[config.mk]
export PLATFORM = sky130hd
export DESIGN_NAME = fp_align_pipe
export DESIGN_NICKNAME = d
export VERILOG_FILES = /design/src/rtl/fp_align_pipe.sv
export SDC_FILE = /design/constraint.sdc
export NUM_CORES = 1
export LEC_CHECK = 0
export BUFFER_PORTS_ARGS = -buffer_cell sky130_fd_sc_hd__buf_2
export CAP_MARGIN = 20
export CORE_MARGIN = 2
export CORE_UTILIZATION = 35
export CTS_BUF_LIST = sky130_fd_sc_hd__clkbuf_16
export CTS_CLUSTER_SIZE = 10
export DETAILED_ROUTE_END_ITERATION = 10
export SYNTH_ARGS = -nofsm -noshare
export SYNTH_HDL_FRONTEND = slang
export SYNTH_SLANG_ARGS = --single-unit
[constraint.sdc]
create_clock -name clk -period 6 [get_ports clk]
set_input_delay 0.6 -clock clk [delete_from_list [all_inputs] [get_ports clk]]
set_output_delay 0.6 -clock clk [all_outputs]
set_load 0.02 [all_outputs]
[src/rtl/fp_align_pipe.sv]
// ============================================================================
// Module      : fp_align_pipe
// Description : Two-stage FP adder mantissa alignment (hidden bit, swap,
//               right shift with G/R/S, negate on effective subtraction).
// Revision    : 1.0 - initial release
// ============================================================================
`default_nettype none

module fp_align_pipe #(
  parameter int EXP_W = 8,
  parameter int MAN_W = 23
) (
  input  logic                 clk,
  input  logic                 rst_n,
  input  logic                 in_valid,
  output logic                 in_ready,
  input  logic                 sign_a,
  input  logic                 sign_b,
  input  logic [EXP_W-1:0]     exp_a,
  input  logic [EXP_W-1:0]     exp_b,
  input  logic [MAN_W-1:0]     frac_a,
  input  logic [MAN_W-1:0]     frac_b,
  output logic                 out_valid,
  input  logic                 out_ready,
  output logic                 res_sign,
  output logic [EXP_W-1:0]     res_exp,
  output logic                 eff_sub,
  output logic                 special,
  output logic [MAN_W+5:0]     man_big,
  output logic [MAN_W+5:0]     man_small
);

  localparam int          AW   = MAN_W + 6;
  localparam int          FW   = MAN_W + 1;
  localparam int          SW   = MAN_W + 3;
  localparam logic [31:0] SW_U = 32'(SW);

  // Handshake
  logic s1_ready, s2_ready;
  logic v1_q, v1_d, v2_q, v2_d;
  logic ld1, ld2;

  assign s2_ready = ~v2_q | out_ready;
  assign s1_ready = ~v1_q | s2_ready;
  assign in_ready = s1_ready;
  assign ld1      = in_valid & s1_ready;
  assign ld2      = v1_q & s2_ready;
  assign v1_d     = s1_ready ? in_valid : v1_q;
  assign v2_d     = s2_ready ? v1_q : v2_q;

  // Stage 1: unpack, compare, swap
  logic                 hid_a, hid_b;
  logic [EXP_W-1:0]     eexp_a, eexp_b;
  logic [EXP_W+FW-1:0]  key_a, key_b;
  logic                 a_big, tie, sub_w;

  assign hid_a  = |exp_a;
  assign hid_b  = |exp_b;
  assign eexp_a = hid_a ? exp_a : EXP_W'(1);
  assign eexp_b = hid_b ? exp_b : EXP_W'(1);
  assign key_a  = {eexp_a, hid_a, frac_a};
  assign key_b  = {eexp_b, hid_b, frac_b};
  assign a_big  = key_a >= key_b;
  assign tie    = key_a == key_b;
  assign sub_w  = sign_a ^ sign_b;

  logic [EXP_W-1:0] s1_diff_q, s1_diff_d;
  logic [EXP_W-1:0] s1_exp_q,  s1_exp_d;
  logic             s1_sign_q, s1_sign_d;
  logic             s1_sub_q,  s1_sub_d;
  logic             s1_spec_q, s1_spec_d;
  logic [FW-1:0]    s1_mbig_q, s1_mbig_d;
  logic [FW-1:0]    s1_msml_q, s1_msml_d;

  always_comb begin
    s1_diff_d = s1_diff_q;
    s1_exp_d  = s1_exp_q;
    s1_sign_d = s1_sign_q;
    s1_sub_d  = s1_sub_q;
    s1_spec_d = s1_spec_q;
    s1_mbig_d = s1_mbig_q;
    s1_msml_d = s1_msml_q;
    if (ld1) begin
      s1_sub_d  = sub_w;
      s1_spec_d = (&exp_a) | (&exp_b);
      // Equal magnitudes of opposite sign must cancel to +0
      s1_sign_d = (tie & sub_w) ? 1'b0 : (a_big ? sign_a : sign_b);
      if (a_big) begin
        s1_diff_d = eexp_a - eexp_b;
        s1_exp_d  = eexp_a;
        s1_mbig_d = {hid_a, frac_a};
        s1_msml_d = {hid_b, frac_b};
      end else begin
        s1_diff_d = eexp_b - eexp_a;
        s1_exp_d  = eexp_b;
        s1_mbig_d = {hid_b, frac_b};
        s1_msml_d = {hid_a, frac_a};
      end
    end
  end

  // Stage 2: shift the smaller mantissa; bits below R collapse into S
  logic [SW-1:0]   shift_in;
  logic [2*SW-1:0] shift_wide;
  logic [SW-1:0]   shifted;
  logic            sticky;
  logic [AW-1:0]   sml_pos;

  assign shift_in   = {s1_msml_q, 2'b00};
  assign shift_wide = {shift_in, {SW{1'b0}}} >> s1_diff_q;

  always_comb begin
    if (32'(s1_diff_q) >= SW_U) begin
      shifted = '0;
      sticky  = |s1_msml_q;
    end else begin
      shifted = shift_wide[2*SW-1:SW];
      sticky  = |shift_wide[SW-1:0];
    end
  end

  assign sml_pos = {2'b00, shifted, sticky};

  logic             o_sign_q, o_sign_d;
  logic [EXP_W-1:0] o_exp_q,  o_exp_d;
  logic             o_sub_q,  o_sub_d;
  logic             o_spec_q, o_spec_d;
  logic [AW-1:0]    o_big_q,  o_big_d;
  logic [AW-1:0]    o_sml_q,  o_sml_d;

  always_comb begin
    o_sign_d = o_sign_q;
    o_exp_d  = o_exp_q;
    o_sub_d  = o_sub_q;
    o_spec_d = o_spec_q;
    o_big_d  = o_big_q;
    o_sml_d  = o_sml_q;
    if (ld2) begin
      o_sign_d = s1_sign_q;
      o_exp_d  = s1_exp_q;
      o_sub_d  = s1_sub_q;
      o_spec_d = s1_spec_q;
      o_big_d  = {2'b00, s1_mbig_q, 3'b000};
      o_sml_d  = s1_sub_q ? (~sml_pos + AW'(1)) : sml_pos;
    end
  end

  always_ff @(posedge clk) begin
    if (!rst_n) begin
      v1_q      <= 1'b0;
      v2_q      <= 1'b0;
      s1_diff_q <= '0;
      s1_exp_q  <= '0;
      s1_sign_q <= 1'b0;
      s1_sub_q  <= 1'b0;
      s1_spec_q <= 1'b0;
      s1_mbig_q <= '0;
      s1_msml_q <= '0;
      o_sign_q  <= 1'b0;
      o_exp_q   <= '0;
      o_sub_q   <= 1'b0;
      o_spec_q  <= 1'b0;
      o_big_q   <= '0;
      o_sml_q   <= '0;
    end else begin
      v1_q      <= v1_d;
      v2_q      <= v2_d;
      s1_diff_q <= s1_diff_d;
      s1_exp_q  <= s1_exp_d;
      s1_sign_q <= s1_sign_d;
      s1_sub_q  <= s1_sub_d;
      s1_spec_q <= s1_spec_d;
      s1_mbig_q <= s1_mbig_d;
      s1_msml_q <= s1_msml_d;
      o_sign_q  <= o_sign_d;
      o_exp_q   <= o_exp_d;
      o_sub_q   <= o_sub_d;
      o_spec_q  <= o_spec_d;
      o_big_q   <= o_big_d;
      o_sml_q   <= o_sml_d;
    end
  end

  assign out_valid = v2_q;
  assign res_sign  = o_sign_q;
  assign res_exp   = o_exp_q;
  assign eff_sub   = o_sub_q;
  assign special   = o_spec_q;
  assign man_big   = o_big_q;
  assign man_small = o_sml_q;

endmodule

`default_nettype wire

==> Flow_metrics.wiki, run 1 <==
{| class="wikitable"
! Metric !! Value
|-
| Synth unique cells || 85
|-
| Cts hold-fix bufs || 0
|-
| Required @ worst endpoint || 6.28 ns
|-
| Critical path arrival || 5.46 ns
|-
| Max incr delay on CP || around 0.51 ns
|-
| Global-route wire length before repair || 47.2 mm
|-
| Iteration count of the initial detailed-routing pass || 5
|-
| Most frequent cells after synthesis || 145 x sky130_fd_sc_hd__nor2_1, 133 x sky130_fd_sc_hd__dfxtp_1, 123 x sky130_fd_sc_hd__nand2_1, 110 x sky130_fd_sc_hd__a21oi_1, 78 x sky130_fd_sc_hd__clkbuf_1
|-
| Register bit total from synthesis || around 130
|-
| Number of failing setup endpoints in the final timing report || 0
|-
| Fill cell instance count of the final layout || 2667
|-
| Clock buffer count from CTS || 17
|-
| Area of the core || 0.0259 mm²
|-
| Post-Synthesis Cells || 1204
|-
| Sequential cell area fraction in the yosys report || 0.290
|-
| HPWL Detailed || 21.7 mm
|-
| Fin crit share || 0.864
|-
| Ratio of cells with drive above 1 in the final layout || 0.168
|-
| Total of cells resized after clock tree synthesis || 0
|-
| Setup TNS || 0 ns
|-
| Max_slew headroom || 0.329
|-
| Clock-pin slew on the worst setup and hold paths || 0.06 ns
|-
| End-of-flow core utilization || 0.407
|-
| Mean area per synthesized cell || 7.64 µm²
|-
| Number of cells on the worst reg-to-reg path || 16
|-
| Effective utilization at floorplan || 0.355
|-
| Instance count after placement with tap cells included || 1586
|-
| Kind of critical path || reg -> reg
|-
| Cell at the slowest stage of the critical path || sky130_fd_sc_hd__or4b_4
|-
| Residual overflow from global routing || 0
|-
| Status || completed
|-
| Number of global-route vias before repair || approximately 8600
|-
| Number of placed I/O pins || 139
|-
| Kind of start point of the critical path || flip-flop
|-
| Number of I/O port buffers || 133
|-
| Cell area after placement || 0.00997 mm²
|-
| DR iter-0 viols || 649
|-
| Critical path fanouts, max || 32
|-
| Pin count of the biggest net entering global routing || 95
|-
| Share of flip-flops with an asynchronous set or reset || 0
|-
| Placer's final routability congestion estimate || 0.903
|-
| TritonCTS clock tree || done
|-
| Max-Cap Viols || 0
|-
| Setup repair after global routing missed its margin || false
|-
| Number of standard cells in the final layout excluding fillers || 1618
|-
| Die outline height || 166 µm
|-
| Combined area of all synthesized cells || 0.00920 mm²
|-
| Shortest period the worst path allows || ~5.2 ns
|-
| Worst-Skew Late Latency || 0.43 ns
|-
| Transition time at the pin with the least slew margin || 1.01 ns
|-
| Average routed wire per standard cell || 18.2 µm
|-
| Std-Cell Rows || 59
|-
| Total length of routed wires || 29.4 mm
|-
| CP cell instances || buf_4, mux2i_1, o221ai_1, o211ai_1, o21ai_0, a2111o_1, o311ai_2, and2_1, ha_1, o2111ai_1, nor2_1, or4b_4, or3_4, o41a_1, xnor2_1, a21oi_1
|-
| Cell type with the highest aggregate area in the netlist || sky130_fd_sc_hd__dfxtp_1
|-
| Maximum number of buffers from clock root to sink || 2
|-
| Count of endpoints failing hold in the final timing report || 0
|-
| Power density over the cells || 291 mW/mm²
|-
| Most used flip-flop cell after synthesis || sky130_fd_sc_hd__dfxtp_1
|-
| Cell depth of the worst hold path || 3
|-
| Synthesis Warnings || 0
|-
| Combined global-route utilization of all metal layers || 0.211
|-
| Startpoint of the most critical register-to-register path || s1_diff_q[0]
|-
| Number of pins with negative max-slew slack in the final report || 0
|-
| Tightest Hold Check Type || in -> reg
|-
| Number of vias in the routed layout || 9144
|-
| Die X-Extent || 166 µm
|-
| Fin nets || 1381
|-
| Reg-to-reg critical path endpoint || man_small[26]
|-
| Type of element capturing the critical path || flip-flop
|-
| Dominant cells by area after synthesis || sky130_fd_sc_hd__dfxtp_1 29%, sky130_fd_sc_hd__a21oi_1 6.0%, sky130_fd_sc_hd__nor2_1 5.9%
|-
| Hold_sp || in_valid
|-
| Most common cell in the netlist || sky130_fd_sc_hd__nor2_1
|-
| Number of clock sinks seen by CTS || 133
|-
| Number of inserted diodes || 0
|-
| P_leak || 4.30 nW
|-
| Internal reg-to-reg setup slack || between 0.8 and 0.9 ns
|-
| Finished layout cell area || 0.0105 mm²
|-
| Area Growth Syn to Fin || 14.6%
|-
| Count of antenna-violating nets left after detailed routing || 0
|-
| Worst Clk Skew || 0.0179 ns
|-
| Via/cell ratio || 5.65
|-
| Fraction of post-synthesis cell area in the top cell type by area || 0.290
|-
| Maximum operating frequency || just under 0.2 GHz
|-
| Maximum level of the CTS H-tree || 4
|-
| Maximum vdd ir drop || about 0.13 mV
|-
| DRC viols || 0
|-
| Number of enable-type register cells in the synthesized netlist || 0
|-
| # Post-CTS Setup Buffers || 0
|-
| Worst Hold End || v1_q
|-
| Initial antenna violation count || 0
|-
| CTS Root Cell || sky130_fd_sc_hd__clkbuf_16
|-
| Area enclosed by the die boundary || about 0.028 mm²
|}
==> cells by family (layout without fill, tap and decap cells) <==
family / after synthesis / after routing / share of synthesized area
multiplexers: 72 / 72 / 0.0884
AND/OR/NAND/NOR: 400 / 400 / 0.201
other: 1 / 5 / 0.000408
flip-flops: 133 / 133 / 0.290
buffers and inverters: 162 / 237 / 0.0739
XOR/XNOR: 27 / 27 / 0.0257
adder cells (fa/ha/maj): 43 / 43 / 0.0601
AO/OA/AOI/OAI: 366 / 366 / 0.261
==> critical path: cells and delay by family, from the launching register on <==
family          cells  cell delay (ns)
mux                 1             0.43
fa+ha+maj           1             0.17
xor+xnor            1             0.16
compound gates      8             2.00
flops               1             0.46
simple gates        4             1.31
buf+inv             1             0.48
==> metal layers <==
layer / track usage / up-vias / routed length [µm]
met1: 0.291 / 4266 / 14000
met2: 0.334 / 317 / 13100
met4: 0.0711 / 0 / 780
met5: 0 / - / 0
li1: - / 4511 / -
met3: 0.0355 / 50 / 1590
==> power by group <==
part / total, mW / internal [mW] / switching [mW]
combinational: 1.01 / 0.353 / 0.654
clock: 1.04 / 0.580 / 0.458
sequential: 1.02 / 0.948 / 0.0706
total: 3.06 / 1.88 / 1.18
==> registers in the layout (all words and copies together), names as in the netlist <==
name and flops:
eff_sub 1, man_big 24, man_small 29, out_valid 1, res_exp 8, res_sign 1
s1_diff_q 8, s1_exp_q 8, s1_mbig_q 24, s1_msml_q 24, s1_sign_q 1, s1_spec_q 1
s1_sub_q 1, special 1, v1_q 1
==> worst max path at each step <==
stage | from | end | slack [ns] | depth (start not counted)
2_1_floorplan | s1_diff_q[0] | man_small[26] | 1.46 | 16
3_3_place_gp | s1_diff_q[0] | man_small[26] | 1.00 | 16
3_5_place_dp | s1_diff_q[0] | man_small[26] | 0.90 | 16
4_1_cts | s1_diff_q[0] | man_small[26] | 0.88 | 16
5_1_grt | s1_diff_q[0] | man_small[26] | 0.50 | 16
6_report | s1_diff_q[0] | man_small[26] | 0.81 | 16
==> cell usage in the layout (no fill, tap or decap), drive strengths merged, types with 5 or more instances in the layout <==
cell and instances:
nand4 15, a21oi 111, a22oi 6, mux2 11, o21ai 61, or3 7, o21a 5, clkinv 7
a221oi 5, and2 6, xnor2 15, o211ai 15, buf 149, conb 5, nor3 30, o221ai 14
mux2i 58, xor2 12, dfxtp 133, a21o 5, nand2b 9, a31oi 13, nand3b 6, nand2 123
inv 61, nand3 15, o22ai 20, clkbuf 17, nor4 19, nor2 145, nor2b 7, ha 41
a211oi 69
==> through the flow <==
stage,hold slack (ns),setup WS (ns),power [mW]
final,0.417,0.814,3.06
after global routing,0.417,0.496,3.23
after CTS,0.403,0.882,3.07
after detailed placement,0.443,0.905,2.03
after global placement,0.439,1.00,2.04
after floorplan,0.429,1.46,1.75
==> area by class of cell <==
cell class,instances,area [µm²],area share
multi-input combinational,913,5890,0.559
sequential,133,2660,0.253
clock buffer,17,425,0.0404
timing repair buffer,149,786,0.0745
tap,335,419,0.0398
clock inverter,15,143,0.0135
inverter,56,211,0.0201
No activity file was read; power rests on OpenSTA's default activity.
==> run 2: changes to the inputs <==
--- a/config.mk
+++ b/config.mk
@@ -7,6 +7,7 @@
 export LEC_CHECK = 0
 export BUFFER_PORTS_ARGS = -buffer_cell sky130_fd_sc_hd__buf_2
 export CAP_MARGIN = 20
+export CORE_ASPECT_RATIO = 1.2
 export CORE_MARGIN = 2
 export CORE_UTILIZATION = 35
 export CTS_BUF_LIST = sky130_fd_sc_hd__clkbuf_16
==> Flow_metrics.wiki, run 2 (synthesized netlist as in run 1, its figures left out) <==
{| class="wikitable"
! Metric !! Value
|-
| Tightest Hold Check Type || in -> reg
|-
| Number of global-route vias before repair || 8741
|-
| Area of the core || between 0.02 and 0.03 mm²
|-
| Area Growth Syn to Fin || 15.8%
|-
| TritonCTS clock tree || done
|-
| Most frequent cells in the layout || 145 x sky130_fd_sc_hd__nor2_1, 133 x sky130_fd_sc_hd__buf_2, 132 x sky130_fd_sc_hd__dfxtp_1
|-
| Shortest period the worst path allows || 5.35 ns
|-
| Count of antenna-violating nets left after detailed routing || 0
|-
| Die outline height || 182 µm
|-
| Type of element capturing the critical path || flip-flop
|-
| DRC viols || 0
|-
| Number of placed I/O pins || 139
|-
| Number of vias in the routed layout || 9113
|-
| Startpoint of the most critical register-to-register path || s1_diff_q[2]
|-
| Total of cells resized after clock tree synthesis || 0
|-
| Fin nets || 1385
|-
| Maximum number of buffers from clock root to sink || 2
|-
| Clock buffer count from CTS || 17
|-
| Worst-Skew Late Latency || 0.44 ns
|-
| Global-route wire length before repair || approximately 48 mm
|-
| Die X-Extent || around 150 µm
|-
| Initial antenna violation count || 0
|-
| P_leak || 4.35 nW
|-
| Number of pins with negative max-slew slack in the final report || 0
|-
| Area used by multi-input combinational logic || 0.00589 mm²
|-
| Pin count of the biggest net entering global routing || 97
|-
| Hold_sp || in_valid
|-
| Met1 wire length || 13.0 mm
|-
| Number of flip-flops under the largest register name || 29
|-
| Maximum vdd ir drop || 0.195 mV
|-
| Number of inserted diodes || 0
|-
| HPWL Detailed || 22.5 mm
|-
| Cell area after placement || 0.0100 mm²
|-
| Setup repair after global routing missed its margin || false
|-
| End-of-flow core utilization || 0.408
|-
| Cts hold-fix bufs || 0
|-
| Area enclosed by the die boundary || 0.0276 mm²
|-
| Max-Cap Viols || 0
|-
| Critical path arrival || between 5 and 6 ns
|-
| Effective utilization at floorplan || 0.352
|-
| Launching element of the worst setup path || s1_diff_q[2]
|-
| Residual overflow from global routing || 0
|-
| Detail Route met2 WL || 14.6 mm
|-
| Kind of critical path || reg -> reg
|-
| Worst Clk Skew || 0.0138 ns
|-
| Finished layout cell area || 0.0106 mm²
|-
| Number of I/O port buffers || 133
|-
| Combined global-route utilization of all metal layers || 0.216
|-
| Number of clock sinks seen by CTS || 133
|-
| Sum of met3 wire segment lengths after detailed routing || around 1.3 mm
|-
| Maximum operating frequency || 0.187 GHz
|-
| Count of endpoints failing hold in the final timing report || 0
|-
| Average routed wire per standard cell || roughly 18 µm
|-
| DR iter-0 viols || about 640
|-
| Ratio of cells with drive above 1 in the final layout || 0.170
|-
| Top routing layer in use || met4
|-
| PnR worst setup slack || 0.653 ns
|-
| Setup TNS || 0 ns
|-
| Total power of the final layout || about 3.2 mW
|-
| Transition time at the pin with the least slew margin || 0.982 ns
|-
| Power density over the cells || 299 mW/mm²
|-
| Iteration count of the initial detailed-routing pass || 6
|-
| Clock-pin slew on the worst setup and hold paths || 0.06 ns
|-
| # Post-CTS Setup Buffers || 0
|-
| Std-Cell Rows || 65
|-
| Critical path fanouts, max || 29
|-
| CTS Root Cell || sky130_fd_sc_hd__clkbuf_16
|-
| Max_slew headroom || 0.345
|-
| Via/cell ratio || ~5.6
|-
| Fill cell instance count of the final layout || 2771
|-
| Placer's final routability congestion estimate || 0.961
|-
| Kind of start point of the critical path || flip-flop
|-
| Number of failing setup endpoints in the final timing report || 0
|-
| Fin crit share || 0.891
|-
| Worst setup slack before clock tree synthesis || between 0.7 and 0.8 ns
|-
| Maximum level of the CTS H-tree || 4
|-
| Required @ worst endpoint || around 6.3 ns
|-
| Most frequent standard cell in the layout excluding fill and tap cells || sky130_fd_sc_hd__nor2_1
|-
| Total length of routed wires || 30.0 mm
|-
| Status || completed
|-
| FF+latch area || 0.00266 mm²
|}
==> run 2: power by group <==
group	internal, mW	switching (mW)	total (mW)
combinational	0.360	0.649	1.01
sequential	0.949	0.0798	1.03
clock	0.699	0.443	1.14
==> run 2: path summary, 6_finish.rpt <==
kind / cells past startpoint / end / slack, ns
worst min register to register: 2 / man_big[19] / 0.45
worst max register to register: 16 / man_small[26] / 0.65
worst min-delay path: 3 / v1_q / 0.42
worst max-delay path: 16 / man_small[26] / 0.65
==> run 2: critical path: stages (launching register included) <==
cell	delay, ns
sky130_fd_sc_hd__dfxtp_1	0.91
sky130_fd_sc_hd__nor3_1	0.17
sky130_fd_sc_hd__a222oi_1	0.45
sky130_fd_sc_hd__buf_4	0.22
sky130_fd_sc_hd__a21boi_2	0.20
sky130_fd_sc_hd__nand4_1	0.19
sky130_fd_sc_hd__a2111o_1	0.49
sky130_fd_sc_hd__o311ai_2	0.27
sky130_fd_sc_hd__and2_1	0.20
sky130_fd_sc_hd__ha_1	0.17
sky130_fd_sc_hd__o2111ai_1	0.19
sky130_fd_sc_hd__nor2_1	0.19
sky130_fd_sc_hd__or4b_4	0.51
sky130_fd_sc_hd__or3_4	0.42
sky130_fd_sc_hd__o41a_1	0.39
sky130_fd_sc_hd__xnor2_1	0.15
sky130_fd_sc_hd__a21oi_1	0.08
==> run 2: cell type report <==
type / instances / share of cell area
Clock inverter: 15 / 0.0192
Timing Repair Buffer: 153 / 0.0778
Clock buffer: 17 / 0.0400
Tap cell: 335 / 0.0394
Sequential cell: 133 / 0.250
Inverter: 56 / 0.0199
Multi-Input combinational cell: 913 / 0.554
==> run 2: per-layer routing <==
layer  track usage  up-vias
met5             0        -
met4         0.101        0
met3        0.0365       67
met2         0.368      287
met1         0.265     4258
li1              -     4501
==> run 2: stage by stage <==
stage,hold WS [ns],std cells
2_1_floorplan,0.429,1208
4_1_cts,0.404,1622
3_5_place_dp,0.443,1590
6_report,0.419,1622
3_3_place_gp,0.441,1590
5_1_grt,0.430,1622
==> run 3: changes to the inputs <==
--- a/config.mk
+++ b/config.mk
@@ -6,13 +6,13 @@
 export NUM_CORES = 1
 export LEC_CHECK = 0
 export BUFFER_PORTS_ARGS = -buffer_cell sky130_fd_sc_hd__buf_2
-export CAP_MARGIN = 20
 export CORE_ASPECT_RATIO = 1.2
 export CORE_MARGIN = 2
-export CORE_UTILIZATION = 35
+export CORE_UTILIZATION = 49
 export CTS_BUF_LIST = sky130_fd_sc_hd__clkbuf_16
 export CTS_CLUSTER_SIZE = 10
 export DETAILED_ROUTE_END_ITERATION = 10
+export PLACE_DENSITY = 0.7
 export SYNTH_ARGS = -nofsm -noshare
 export SYNTH_HDL_FRONTEND = slang
 export SYNTH_SLANG_ARGS = --single-unit
==> Flow_metrics.wiki, run 3 (synthesized netlist as in run 1, its figures left out) <==
{| class="wikitable"
! Metric !! Value
|-
| Count of endpoints failing hold in the final timing report || 0
|-
| DRC viols || 0
|-
| Maximum operating frequency || 0.194 GHz
|-
| Std-Cell Rows || 54
|-
| Worst-Skew Late Latency || roughly 0.44 ns
|-
| Reg-to-reg critical path endpoint || man_small[26]
|-
| Number of inserted diodes || 0
|-
| Fin nets || about 1400
|-
| Total of cells resized after clock tree synthesis || 0
|-
| Clock buffer count from CTS || 17
|-
| # Post-CTS Setup Buffers || 0
|-
| Area enclosed by the die boundary || 0.0199 mm²
|-
| Number of cells on the worst reg-to-reg path || 16
|-
| Hold_sp || in_valid
|-
| Clock-pin slew on the worst setup and hold paths || 0.06 ns
|-
| Die outline height || 154 µm
|-
| Required @ worst endpoint || 6.29 ns
|-
| PnR worst setup slack || 0.837 ns
|-
| Pin count of the biggest net entering global routing || 104
|-
| Number of failing setup endpoints in the final timing report || 0
|-
| Area Growth Syn to Fin || 13.7%
|-
| Transition time at the pin with the least slew margin || 1.07 ns
|-
| Area of the core || 0.0183 mm²
|-
| Power density over the cells || 292 mW/mm²
|-
| Residual overflow from global routing || 0
|-
| HPWL Detailed || 20.6 mm
|-
| End-of-flow core utilization || 0.571
|-
| Shortest period the worst path allows || just over 5 ns
|-
| Average routed wire per standard cell || 18.3 µm
|-
| Startpoint of the most critical register-to-register path || s1_diff_q[0]
|-
| Die X-Extent || 129 µm
|-
| Number of vias in the routed layout || 9347
|-
| Count of antenna-violating nets left after detailed routing || 0
|-
| Worst setup slack before clock tree synthesis || 0.970 ns
|-
| Tightest Hold Check Type || in -> reg
|-
| Via/cell ratio || a little over 6
|-
| DR iter-0 viols || roughly 860
|-
| Placer's final routability congestion estimate || 1.01
|-
| Number of I/O port buffers || 133
|-
| Maximum vdd ir drop || 0.231 mV
|-
| Critical path fanouts, max || 31
|-
| Effective utilization at floorplan || 0.502
|-
| Most frequent standard cell in the layout excluding fill and tap cells || sky130_fd_sc_hd__nor2_1
|-
| Number of global-route vias before repair || between 8000 and 9000
|-
| Kind of start point of the critical path || flip-flop
|-
| Global-route wire length before repair || 44.4 mm
|-
| Critical path arrival || roughly 5.5 ns
|-
| Maximum number of buffers from clock root to sink || 2
|-
| Status || completed
|-
| Iteration count of the initial detailed-routing pass || 5
|-
| CTS Root Cell || sky130_fd_sc_hd__clkbuf_16
|-
| Internal reg-to-reg setup slack || 0.84 ns
|-
| Setup TNS || 0 ns
|-
| Fin crit share || 0.861
|-
| Max_slew headroom || 0.289
|-
| TritonCTS clock tree || done
|-
| Number of pins with negative max-slew slack in the final report || 0
|-
| P_leak || 4.30 nW
|-
| Max-Cap Viols || 0
|-
| Initial antenna violation count || 0
|-
| Maximum level of the CTS H-tree || 4
|-
| Total power of the final layout || 3.05 mW
|-
| Number of flip-flops under the largest register name || 29
|-
| Number of clock sinks seen by CTS || between 100 and 150
|-
| Ratio of cells with drive above 1 in the final layout || 0.168
|-
| Type of element capturing the critical path || flip-flop
|-
| Cell depth of the worst hold path || 3
|-
| Worst Clk Skew || between 0.01 and 0.015 ns
|-
| Most frequent cells in the layout || 145 x sky130_fd_sc_hd__nor2_1, 133 x sky130_fd_sc_hd__buf_2, 132 x sky130_fd_sc_hd__dfxtp_1
|-
| Setup repair after global routing missed its margin || false
|-
| Worst Hold End || v1_q
|-
| Total length of routed wires || 28.0 mm
|-
| Cts hold-fix bufs || 0
|-
| Number of placed I/O pins || 139
|-
| Kind of critical path || reg -> reg
|-
| Combined global-route utilization of all metal layers || 0.283
|}
-- run 3: critical path, cell delays in order, from the launching register on --
cell	delay, ns
sky130_fd_sc_hd__dfxtp_2	0.48
sky130_fd_sc_hd__buf_12	0.26
sky130_fd_sc_hd__mux4_2	0.53
sky130_fd_sc_hd__o21a_1	0.24
sky130_fd_sc_hd__a21boi_2	0.22
sky130_fd_sc_hd__nand4_1	0.18
sky130_fd_sc_hd__a2111o_1	0.48
sky130_fd_sc_hd__o311ai_2	0.27
sky130_fd_sc_hd__and2_1	0.23
sky130_fd_sc_hd__ha_1	0.17
sky130_fd_sc_hd__o2111ai_1	0.21
sky130_fd_sc_hd__nor2_1	0.20
sky130_fd_sc_hd__or4b_4	0.52
sky130_fd_sc_hd__or3_4	0.42
sky130_fd_sc_hd__o41a_1	0.40
sky130_fd_sc_hd__xnor2_1	0.14
sky130_fd_sc_hd__a21oi_1	0.08
-- run 3: power breakdown --
group          total [mW]  switching [mW]  internal (mW)
clock network        1.03           0.450          0.578
registers            1.02          0.0743          0.949
logic                1.00           0.648          0.355
-- run 3: cell type report --
type                    count  area (µm²)
clock buffers              17         425
multi-input cells         913        5890
clock inverters            15         144
repair buffers            148         803
inverters                  56         211
flip-flops and latches    133        2660
well taps                 252         315
fillers                  1768        7860
-- run 3: layer usage --
layer / track usage / part of all wire / vias to the layer above
met5: 0 / 0 / -
met4: 0.121 / 0.041 / 0
met3: 0.0550 / 0.062 / 82
met2: 0.465 / 0.48 / 417
met1: 0.359 / 0.42 / 4345
li1: - / - / 4503
-- run 3: worst max path at each step --
stage | startpoint | endpoint | slack [ns] | cells past startpoint
after floorplan | s1_diff_q[0] | man_small[26] | 1.46 | 16
after global placement | s1_diff_q[0] | man_small[26] | 1.06 | 16
after detailed placement | s1_diff_q[0] | man_small[26] | 0.97 | 16
after CTS | s1_diff_q[0] | man_small[26] | 0.89 | 16
after global routing | s1_diff_q[0] | man_small[26] | 0.67 | 16
final | s1_diff_q[0] | man_small[26] | 0.84 | 16
-- run 3: stage by stage --
step                      instances  instance area [µm²]  hold slack (ns)
after floorplan                1208                 9210            0.429
after global placement         1502                 9890            0.437
after detailed placement       1502                 9890            0.444
after CTS                      1534                10500            0.402
after global routing           1534                10500            0.416
final                          1534                10500            0.413
